### config.mk
export PLATFORM = sky130hd
export DESIGN_NAME = fifo_param
export DESIGN_NICKNAME = d
export VERILOG_FILES = /design/src/rtl/fifo_param.sv
export SDC_FILE = /design/constraint.sdc
export NUM_CORES = 1
export LEC_CHECK = 0
export CORE_MARGIN = 1.5
export CORE_UTILIZATION = 40
export DETAILED_ROUTE_END_ITERATION = 8
export GPL_ROUTABILITY_DRIVEN = 0
export PLACE_DENSITY = 0.6
export SLEW_MARGIN = 40
export SYNTH_ARGS = -nofsm -noshare
export SYNTH_HDL_FRONTEND = slang
export SYNTH_SLANG_ARGS = --single-unit
### constraint.sdc
create_clock -name clk -period 11.5 [get_ports clk]
set_input_delay 2.875 -clock clk [delete_from_list [all_inputs] [get_ports clk]]
set_output_delay 2.875 -clock clk [all_outputs]
set_load 0.05 [all_outputs]
### src/rtl/fifo_param.sv
// fifo_param: parametrised single-clock FIFO with programmable flags, flush and optional overwrite
//   clk, reset_n (async, active-low)
//   wr_en/d_in, rd_en -> d_out (registered, valid with rd_ack)
//   flush: synchronous clear, dominates rd_en/wr_en
//   full/empty/almost_full/almost_empty: decoded from data_count
//   wr_ack/wr_err, rd_ack/rd_err: one-cycle registered handshake results
module fifo_param #(
  parameter int DATA_WIDTH = 32,
  parameter int DEPTH      = 8,
  parameter int AF_LEVEL   = 6,
  parameter int AE_LEVEL   = 2,
  parameter bit OVERWRITE  = 1'b0
) (
  input  logic                     clk,
  input  logic                     reset_n,
  input  logic                     wr_en,
  input  logic [DATA_WIDTH-1:0]    d_in,
  input  logic                     rd_en,
  input  logic                     flush,
  output logic [DATA_WIDTH-1:0]    d_out,
  output logic                     full,
  output logic                     empty,
  output logic                     almost_full,
  output logic                     almost_empty,
  output logic                     wr_ack,
  output logic                     wr_err,
  output logic                     rd_ack,
  output logic                     rd_err,
  output logic [$clog2(DEPTH):0]   data_count
);
  localparam int AW = $clog2(DEPTH);
  localparam int CW = AW + 1;
  if (DEPTH < 2 || (DEPTH & (DEPTH - 1)) != 0) begin : g_bad_depth
    $error("fifo_param: DEPTH must be a power of two >= 2");
  end
  if (AF_LEVEL < 1 || AF_LEVEL > DEPTH) begin : g_bad_af
    $error("fifo_param: AF_LEVEL must be in 1..DEPTH");
  end
  if (AE_LEVEL < 0 || AE_LEVEL > DEPTH - 1) begin : g_bad_ae
    $error("fifo_param: AE_LEVEL must be in 0..DEPTH-1");
  end
  logic [DATA_WIDTH-1:0] mem [DEPTH];
  logic [AW-1:0]         head_q, head_d, tail_q, tail_d;
  logic [CW-1:0]         count_q, count_d;
  logic [DATA_WIDTH-1:0] dout_q, dout_d;
  logic                  wr_ack_q, wr_ack_d, wr_err_q, wr_err_d;
  logic                  rd_ack_q, rd_ack_d, rd_err_q, rd_err_d;
  logic                  is_full, do_rd, do_wr, drop;
  assign is_full = count_q == CW'(DEPTH);
  // A write at full still goes in when a read frees a slot in the same
  // edge, or when overwrite mode discards the oldest entry instead.
  assign do_rd   = !flush && rd_en && count_q != '0;
  assign do_wr   = !flush && wr_en && (!is_full || rd_en || OVERWRITE);
  assign drop    = do_wr && !rd_en && is_full;
  always_comb begin
    head_d   = flush ? '0 : head_q + AW'(do_rd || drop);
    tail_d   = flush ? '0 : tail_q + AW'(do_wr);
    count_d  = flush ? '0 : count_q + CW'(do_wr) - CW'(do_rd || drop);
    dout_d   = do_rd ? mem[head_q] : dout_q;
    wr_ack_d = do_wr;
    wr_err_d = !flush && wr_en && !do_wr;
    rd_ack_d = do_rd;
    rd_err_d = !flush && rd_en && !do_rd;
  end
  always_ff @(posedge clk or negedge reset_n) begin
    if (!reset_n) begin
      head_q   <= '0;
      tail_q   <= '0;
      count_q  <= '0;
      dout_q   <= '0;
      wr_ack_q <= 1'b0;
      wr_err_q <= 1'b0;
      rd_ack_q <= 1'b0;
      rd_err_q <= 1'b0;
    end else begin
      head_q   <= head_d;
      tail_q   <= tail_d;
      count_q  <= count_d;
      dout_q   <= dout_d;
      wr_ack_q <= wr_ack_d;
      wr_err_q <= wr_err_d;
      rd_ack_q <= rd_ack_d;
      rd_err_q <= rd_err_d;
    end
  end
  // Storage is deliberately left out of reset.
  always_ff @(posedge clk) begin
    if (do_wr) mem[tail_q] <= d_in;
  end
  assign d_out        = dout_q;
  assign data_count   = count_q;
  assign full         = is_full;
  assign empty        = count_q == '0;
  assign almost_full  = count_q >= CW'(AF_LEVEL);
  assign almost_empty = count_q <= CW'(AE_LEVEL);
  assign wr_ack       = wr_ack_q;
  assign wr_err       = wr_err_q;
  assign rd_ack       = rd_ack_q;
  assign rd_err       = rd_err_q;
endmodule
==> qor.txt, run 1 <==
SYNTHESIS
---------------------------------------------------------------------------------
Synthesized net count                                                         746
Synthesized flop and latch total                                              302
Most frequent cells after synthesis                                  sky130_fd_sc_hd__edfxtp_1 (256), sky130_fd_sc_hd__mux2i_1 (128), sky130_fd_sc_hd__a22oi_1 (64), sky130_fd_sc_hd__dfrtp_1 (46), sky130_fd_sc_hd__nand2_1 (36)
Count of flip-flops with a built-in enable after synthesis                    256
Most frequent cell after synthesis                                   sky130_fd_sc_hd__edfxtp_1
Library cell with the largest summed area after synthesis            sky130_fd_sc_hd__edfxtp_1
Ys flop type                                                         sky130_fd_sc_hd__edfxtp_1
Sequential cell area fraction in the yosys report                           75.3%
Distinct cells, synth                                                          31
Share of the synthesized area in the top cell type                          65.5%
Cell types with the largest area share after synthesis               sky130_fd_sc_hd__edfxtp_1 (65%), sky130_fd_sc_hd__mux2i_1 (11%), sky130_fd_sc_hd__dfrtp_1 (9.8%), sky130_fd_sc_hd__a22oi_1 (4.1%), sky130_fd_sc_hd__nand3_1 (1.4%)
Cell area after synthesis                                              11700 um^2
Average size of a mapped cell                                           16.9 um^2
Yosys warning count                                                             0
Gate Count Post-Synth                                                         696
Fraction of synthesis flops using an asynchronous set or reset pin          15.2%

CLOCKING
---------------------------------------------------------------------------------
Post-CTS repair timing setup buffer count                                       0
TritonCTS Buffers                                                              30
Hold_buf cts                                                                    0
Root buffer cell                                                     sky130_fd_sc_hd__clkbuf_16
H-Tree Depth                                                                    1
CTS resizes                                                                     0
Total number of clock tree sinks                                              302
CTS tree                                                                      yes
CTS clk-pin slew, worst paths                                             0.06 ns
Buffers from clock root to sink, at most                                        3
Clock latency of the later-clocked register in the worst-skew pair        0.55 ns

DRT
---------------------------------------------------------------------------------
WL/cell                                                                   20.7 um
WL final                                                                  24.9 mm
Met2 wire length                                                          12.3 mm
Via count of the routed design                                               6286
Number of detailed-routing iterations run before antenna repair                 5
Top Metal Used                                                               met4
Routed length on met1                                                     10.8 mm
Wire length on met3                                                       1.22 mm
DRC violation count after routing                                               0
Remaining antenna violation count                                               0
Initial detailed-routing violation count                                      314
Via-per-instance ratio                                                       5.23

WORST SETUP PATH
---------------------------------------------------------------------------------
CP top delay family                                                  buffers and inverters
Worst Reg2Reg Path Length in Cells                                             12
Critical path arrival                                                     3.31 ns
CP Launch Type                                                          flip-flop
Slowest stage delay, CP                                                   0.86 ns
Critical path required time                                               8.63 ns
FF-to-FF Start                                                       data_count[3]
R2R Setup Slk                                                             8.16 ns
Critical path fanouts, max                                                     19
Buf+Inv Stages, Crit Path                                                       3
Critical path start-end classification                               flip-flop to primary output
Capturing element of the worst setup path                                   empty
CP cell instances                                                    inv_1, ha_1, nor3b_4, buf_4, clkdlybuf4s50_1
Critical Path Sink Type                                              primary output
Capture instance of the worst register-to-register path              data_count[2]
Instance count on the critical path                                             5
Critical Path Source                                                 data_count[3]
Critical-path cell with the highest stage delay                      sky130_fd_sc_hd__clkdlybuf4s50_1

FINAL LAYOUT
---------------------------------------------------------------------------------
Nets                                                                          843
Synth-to-Final Area Change                                                  22.1%
Antenna cells                                                                   0
Share of layout cells above drive strength 1                                10.8%
Utilization of the core after routing                                       49.8%
Final Non-Filler Cells                                                       1201

PLACED DESIGN
---------------------------------------------------------------------------------
Placed Instances                                                             1145
Number of buffers inserted by port buffering                                   80
Placed wire-length estimate after detailed placement                      15.1 mm
Post-Place Setup Slack                                                    5.85 ns

JOB
---------------------------------------------------------------------------------
Max Cap Violations                                                              0

FLOORPLAN
---------------------------------------------------------------------------------
Die height                                                                 174 um
Placement Rows                                                                 62
Overall die area                                                       30400 um^2
Starting density of the core                                                40.8%
X dimension of the die                                                     174 um
I/O pins                                                                       81
Core outline area                                                      28800 um^2

TIMING
---------------------------------------------------------------------------------
Setup clock skew after layout                                           0.0149 ns
Worst-margin pin slew                                                    0.809 ns
Total negative slack                                                         0 ns
Final worst setup slack                                                   5.32 ns
Final number of max-transition violations                                       0
Tcrit/Tclk final                                                            53.8%
Final hold vios                                                                 0
Maximum achievable frequency                                              162 MHz
Total of endpoints with negative setup slack in the final report                0
RSZ-0062 raised after global routing                                        false
Slew headroom                                                               46.0%
Final worst path period need                                              6.18 ns

POWER AND IR DROP
---------------------------------------------------------------------------------
Maximum ir drop on the vdd rail                                          0.123 mV
Power consumption                                                         3.05 mW
Power density cells                                                   213 nW/um^2
Leakage power                                                             4.84 nW

HOLD PATH
---------------------------------------------------------------------------------
Cell depth of the worst min-delay path                                          2
Worst min-delay path class                                           flip-flop to flip-flop

GRT
---------------------------------------------------------------------------------
GRT Overall Usage                                                           16.5%
Global-route congestion overflow total                                          0
Number of global-route vias before repair                                    6509
Wire length of the first global-routing pass                              38.5 mm
Pin count of the biggest net entering global routing                           60
Number of antenna violations at the first check in global routing               0

RUN STATUS
---------------------------------------------------------------------------------
Outcome                                                              complete, no violations

[cell usage in the layout, fill, tap and decap left out, types with 8 or more instances in the layout]
master,instances
sky130_fd_sc_hd__clkbuf_16,31
sky130_fd_sc_hd__o21ai_0,32
sky130_fd_sc_hd__mux2i_1,128
sky130_fd_sc_hd__clkdlybuf4s50_1,79
sky130_fd_sc_hd__clkbuf_1,10
sky130_fd_sc_hd__dfrtp_1,45
sky130_fd_sc_hd__buf_4,8
sky130_fd_sc_hd__edfxtp_1,256
sky130_fd_sc_hd__ha_1,12
sky130_fd_sc_hd__nand2_1,36
sky130_fd_sc_hd__a22oi_1,64
sky130_fd_sc_hd__buf_16,11
sky130_fd_sc_hd__nand3_1,32
[layout make-up]
class                      count  area, um^2
sequential                   302        8840
multi-input combinational    348        2740
fill                        2343       14500
tap                          384         480
inverter                       7        26.3
clock inverter                10         125
clock buffer                  46         882
timing repair buffer         104        1230
[report_power, final]
| group | internal (mW) | switching [mW] | leakage, nW |
|---|---|---|---|
| sequential | 1.27 | 0.0602 | 2.90 |
| clock | 0.593 | 0.388 | 0.500 |
| combinational | 0.258 | 0.483 | 1.44 |
[per-layer routing]
metal / global-route usage (%) / vias up
met4: 4.89 / 0
met5: 0 / -
met3: 2.36 / 38
met2: 28.3 / 178
li1: - / 2891
met1: 21.9 / 3179
[worst min-delay path, cell delays in order (launching register included)]
cell and delay [ns]:
sky130_fd_sc_hd__dfrtp_1 0.34, sky130_fd_sc_hd__o21ai_0 0.07, sky130_fd_sc_hd__nand2_1 0.07
[stage by stage]
stage	area, um^2	hold WS, ns
2_1_floorplan	11700	0.556
3_3_place_gp	13000	0.498
3_5_place_dp	13300	0.501
4_1_cts	14300	0.520
5_1_grt	14300	0.549
6_report	14300	0.517
[worst min-delay path by stage]
stage | slack, ns | start | endpoint
floorplan | 0.56 | head_q[2] | head_q[2]
global placement | 0.50 | d_out[29] | d_out[29]
detailed placement | 0.50 | d_out[24] | d_out[24]
CTS | 0.52 | d_out[24] | d_out[24]
global route | 0.55 | d_out[26] | d_out[26]
finish | 0.52 | d_out[24] | d_out[24]
[cell families after synthesis]
kind of cell	after synthesis	share of synthesized area [%]
adder cells (fa/ha/maj)	13	1.45
XOR/XNOR	4	0.299
flip-flops	302	75.3
buffers and inverters	46	2.01
AND/OR/NAND/NOR	104	4.38
multiplexers	128	10.9
AO/OA/AOI/OAI	99	5.64
[state kept, by name, indices dropped and copies added (netlist names)]
signal      flops
tail_q          3
wr_ack          1
data_count      4
rd_err          1
head_q          3
wr_err          1
rd_ack          1
mem           256
d_out          32
No activity file was read; power rests on OpenSTA's default activity.
==> run 2, diff against run 1 <==
PLACE_DENSITY = 0.62   (was 0.6)
clock period = 5.2 ns   (was 11.5 ns; I/O delays follow)
==> run 2 against run 1 <==
  * Global-route usage is 0.70 points lower
  * Non-clock buffer count decreased by 1
  * Largest power group unchanged
  * Sequential share of layout area grew 0.89 points
  * Register-to-register slack worse by 5.8 ns
  * Flip-flop and latch count is the same
==> qor.txt, run 2 (synthesis gave the netlist of run 1 again) <==
WORST SETUP PATH
---------------------------------------------------------------------------------
Slowest stage delay, CP                                                   0.85 ns   about the same
FF-to-FF Start                                                       data_count[3]
Instance count on the critical path                                             4   -1
Capture instance of the worst register-to-register path              data_count[2]
Critical Path Source                                                 data_count[3]
CP Launch Type                                                          flip-flop
Buf+Inv Stages, Crit Path                                                       2   -1
Critical path required time                                               3.90 ns   -4.73 ns
Critical Path Sink Type                                              primary output
Critical path arrival                                                     2.36 ns   -0.95 ns
CP cell instances                                                    inv_1, ha_1, nor3b_4, clkdlybuf4s50_1
Worst Reg2Reg Path Length in Cells                                             12   unchanged
Critical-path cell with the highest stage delay                      sky130_fd_sc_hd__clkdlybuf4s50_1
CP top delay family                                                  buffers and inverters
R2R Setup Slk                                                             2.36 ns   -5.80 ns
Capturing element of the worst setup path                                   empty
Critical path start-end classification                               flip-flop to primary output
Critical path fanouts, max                                                      4   -15

GRT
---------------------------------------------------------------------------------
Global-route congestion overflow total                                          0   unchanged
Pin count of the biggest net entering global routing                           81   +35%
Wire length of the first global-routing pass                              36.8 mm   -4.4%
Number of antenna violations at the first check in global routing               0   unchanged
GRT Overall Usage                                                           15.8%   -0.70 points
Number of global-route vias before repair                                    6273   -3.6%

TIMING
---------------------------------------------------------------------------------
Final worst setup slack                                                   1.54 ns   -3.78 ns
Final number of max-transition violations                                       0   unchanged
Maximum achievable frequency                                              273 MHz
Tcrit/Tclk final                                                            70.4%
RSZ-0062 raised after global routing                                        false
Total of endpoints with negative setup slack in the final report                0   unchanged
Total negative slack                                                         0 ns   unchanged
Final hold vios                                                                 0   unchanged
Worst-margin pin slew                                                    0.672 ns   -0.137 ns
Final worst path period need                                              3.66 ns
Slew headroom                                                               55.1%   +9.1 points
Setup clock skew after layout                                          0.00638 ns   -0.00857 ns

FLOORPLAN
---------------------------------------------------------------------------------
I/O pins                                                                       81   unchanged
Core outline area                                                      28800 um^2   unchanged
Placement Rows                                                                 62   unchanged
Die height                                                                 174 um   unchanged
Starting density of the core                                                40.8%   unchanged
Overall die area                                                       30400 um^2   unchanged
X dimension of the die                                                     174 um   unchanged

FINAL LAYOUT
---------------------------------------------------------------------------------
Nets                                                                          841   -0.24%
Synth-to-Final Area Change                                                  20.3%
Most frequent cells in the layout                                    sky130_fd_sc_hd__edfxtp_1 (256), sky130_fd_sc_hd__mux2i_1 (128), sky130_fd_sc_hd__clkdlybuf4s50_1 (79)
Antenna cells                                                                   0   unchanged
Fill cell count                                                              2419   +3.2%
Leading cell type in the layout, fill and taps excluded              sky130_fd_sc_hd__edfxtp_1
Number of flip-flops in the largest register                                  256   unchanged
Largest reg by FF count                                                       mem
Share of layout cells above drive strength 1                                10.2%   -0.57 points

DRT
---------------------------------------------------------------------------------
Number of detailed-routing iterations run before antenna repair                 5   unchanged
WL/cell                                                                   19.9 um   -4.1%
Via count of the routed design                                               6213   -1.2%
WL final                                                                  23.8 mm   -4.3%
DRC violation count after routing                                               0   unchanged
Initial detailed-routing violation count                                      505   +61%
Via-per-instance ratio                                                       5.19   -0.91%
Remaining antenna violation count                                               0   unchanged

CLOCKING
---------------------------------------------------------------------------------
TritonCTS Buffers                                                              29   -3.3%
Root buffer cell                                                     sky130_fd_sc_hd__clkbuf_16
Clock latency of the later-clocked register in the worst-skew pair        0.55 ns   about the same
Hold_buf cts                                                                    0   unchanged
Total number of clock tree sinks                                              302   unchanged
H-Tree Depth                                                                    1   unchanged
Post-CTS repair timing setup buffer count                                       0   unchanged
CTS resizes                                                                     0   unchanged
CTS clk-pin slew, worst paths                                             0.06 ns   about the same
CTS tree                                                                      yes
Buffers from clock root to sink, at most                                        3   unchanged

JOB
---------------------------------------------------------------------------------
Max Cap Violations                                                              0   unchanged

PLACED DESIGN
---------------------------------------------------------------------------------
Number of buffers inserted by port buffering                                   80   unchanged
Post-Place Setup Slack                                                    1.37 ns   -4.48 ns
Placed wire-length estimate after detailed placement                      14.4 mm   -4.4%

POWER AND IR DROP
---------------------------------------------------------------------------------
Leakage power                                                             4.77 nW   -1.5%
Power density cells                                                   474 nW/um^2   +120%
Maximum ir drop on the vdd rail                                          0.254 mV   +110%

HOLD PATH
---------------------------------------------------------------------------------
Worst min-delay path class                                           flip-flop to flip-flop

RUN STATUS
---------------------------------------------------------------------------------
Outcome                                                              complete, no violations

==> run 2: routing by layer <==
layer | global-route usage [%] | routed length [um]
met1 | 22.6 | 11100
met2 | 25.3 | 11200
met3 | 2.69 | 1150
met4 | 3.95 | 414
met5 | 0 | 0
==> run 2: per-stage QoR <==
stage          area (um^2)  std cells  total power, mW  util, %  hold WS (ns)
2_1_floorplan        11700        696             4.03        -         0.556
3_3_place_gp         13000       1139             4.57     45.3         0.495
3_5_place_dp         13100       1144             4.59     45.6         0.497
4_1_cts              14100       1198             6.76     49.1         0.513
5_1_grt              14100       1198             6.97     49.1         0.538
6_report             14100       1198             6.69     49.1         0.505
==> run 2: how the worst min path moves through the flow <==
stage / to / from / depth (start not counted) / slack (ns)
finish: d_out[31] / d_out[31] / 2 / 0.51
global route: d_out[2] / d_out[2] / 2 / 0.54
CTS: d_out[2] / d_out[2] / 2 / 0.51
detailed placement: d_out[21] / d_out[21] / 2 / 0.50
global placement: d_out[16] / d_out[16] / 2 / 0.50
floorplan: head_q[2] / head_q[2] / 2 / 0.56
==> run 2: report_power, final <==
group / internal, mW / switching [mW]
sequential: 2.80 / 0.110
combinational: 0.565 / 1.05
clock: 1.32 / 0.852
total: 4.68 / 2.01
==> run 2: cell type report <==
type / instances / area (um^2) / area share [%]
Clock buffer: 41 / 801 / 5.67
Clock inverter: 13 / 190 / 1.35
Inverter: 7 / 26.3 / 0.186
Multi-Input combinational cell: 348 / 2730 / 19.4
Sequential cell: 302 / 8840 / 62.6
Tap cell: 384 / 480 / 3.40
Timing Repair Buffer: 103 / 1050 / 7.42
==> run 2: worst register-to-register path: stages, from the launching register on <==
cell and delay (ns):
sky130_fd_sc_hd__dfrtp_1 0.41, sky130_fd_sc_hd__inv_1 0.14, sky130_fd_sc_hd__ha_1 0.18, sky130_fd_sc_hd__nor3b_4 0.24
sky130_fd_sc_hd__buf_4 0.44, sky130_fd_sc_hd__nor2_1 0.14, sky130_fd_sc_hd__ha_1 0.31, sky130_fd_sc_hd__inv_1 0.06
sky130_fd_sc_hd__ha_1 0.15, sky130_fd_sc_hd__inv_1 0.06, sky130_fd_sc_hd__fa_1 0.41, sky130_fd_sc_hd__xor2_1 0.14
sky130_fd_sc_hd__nor2_1 0.05
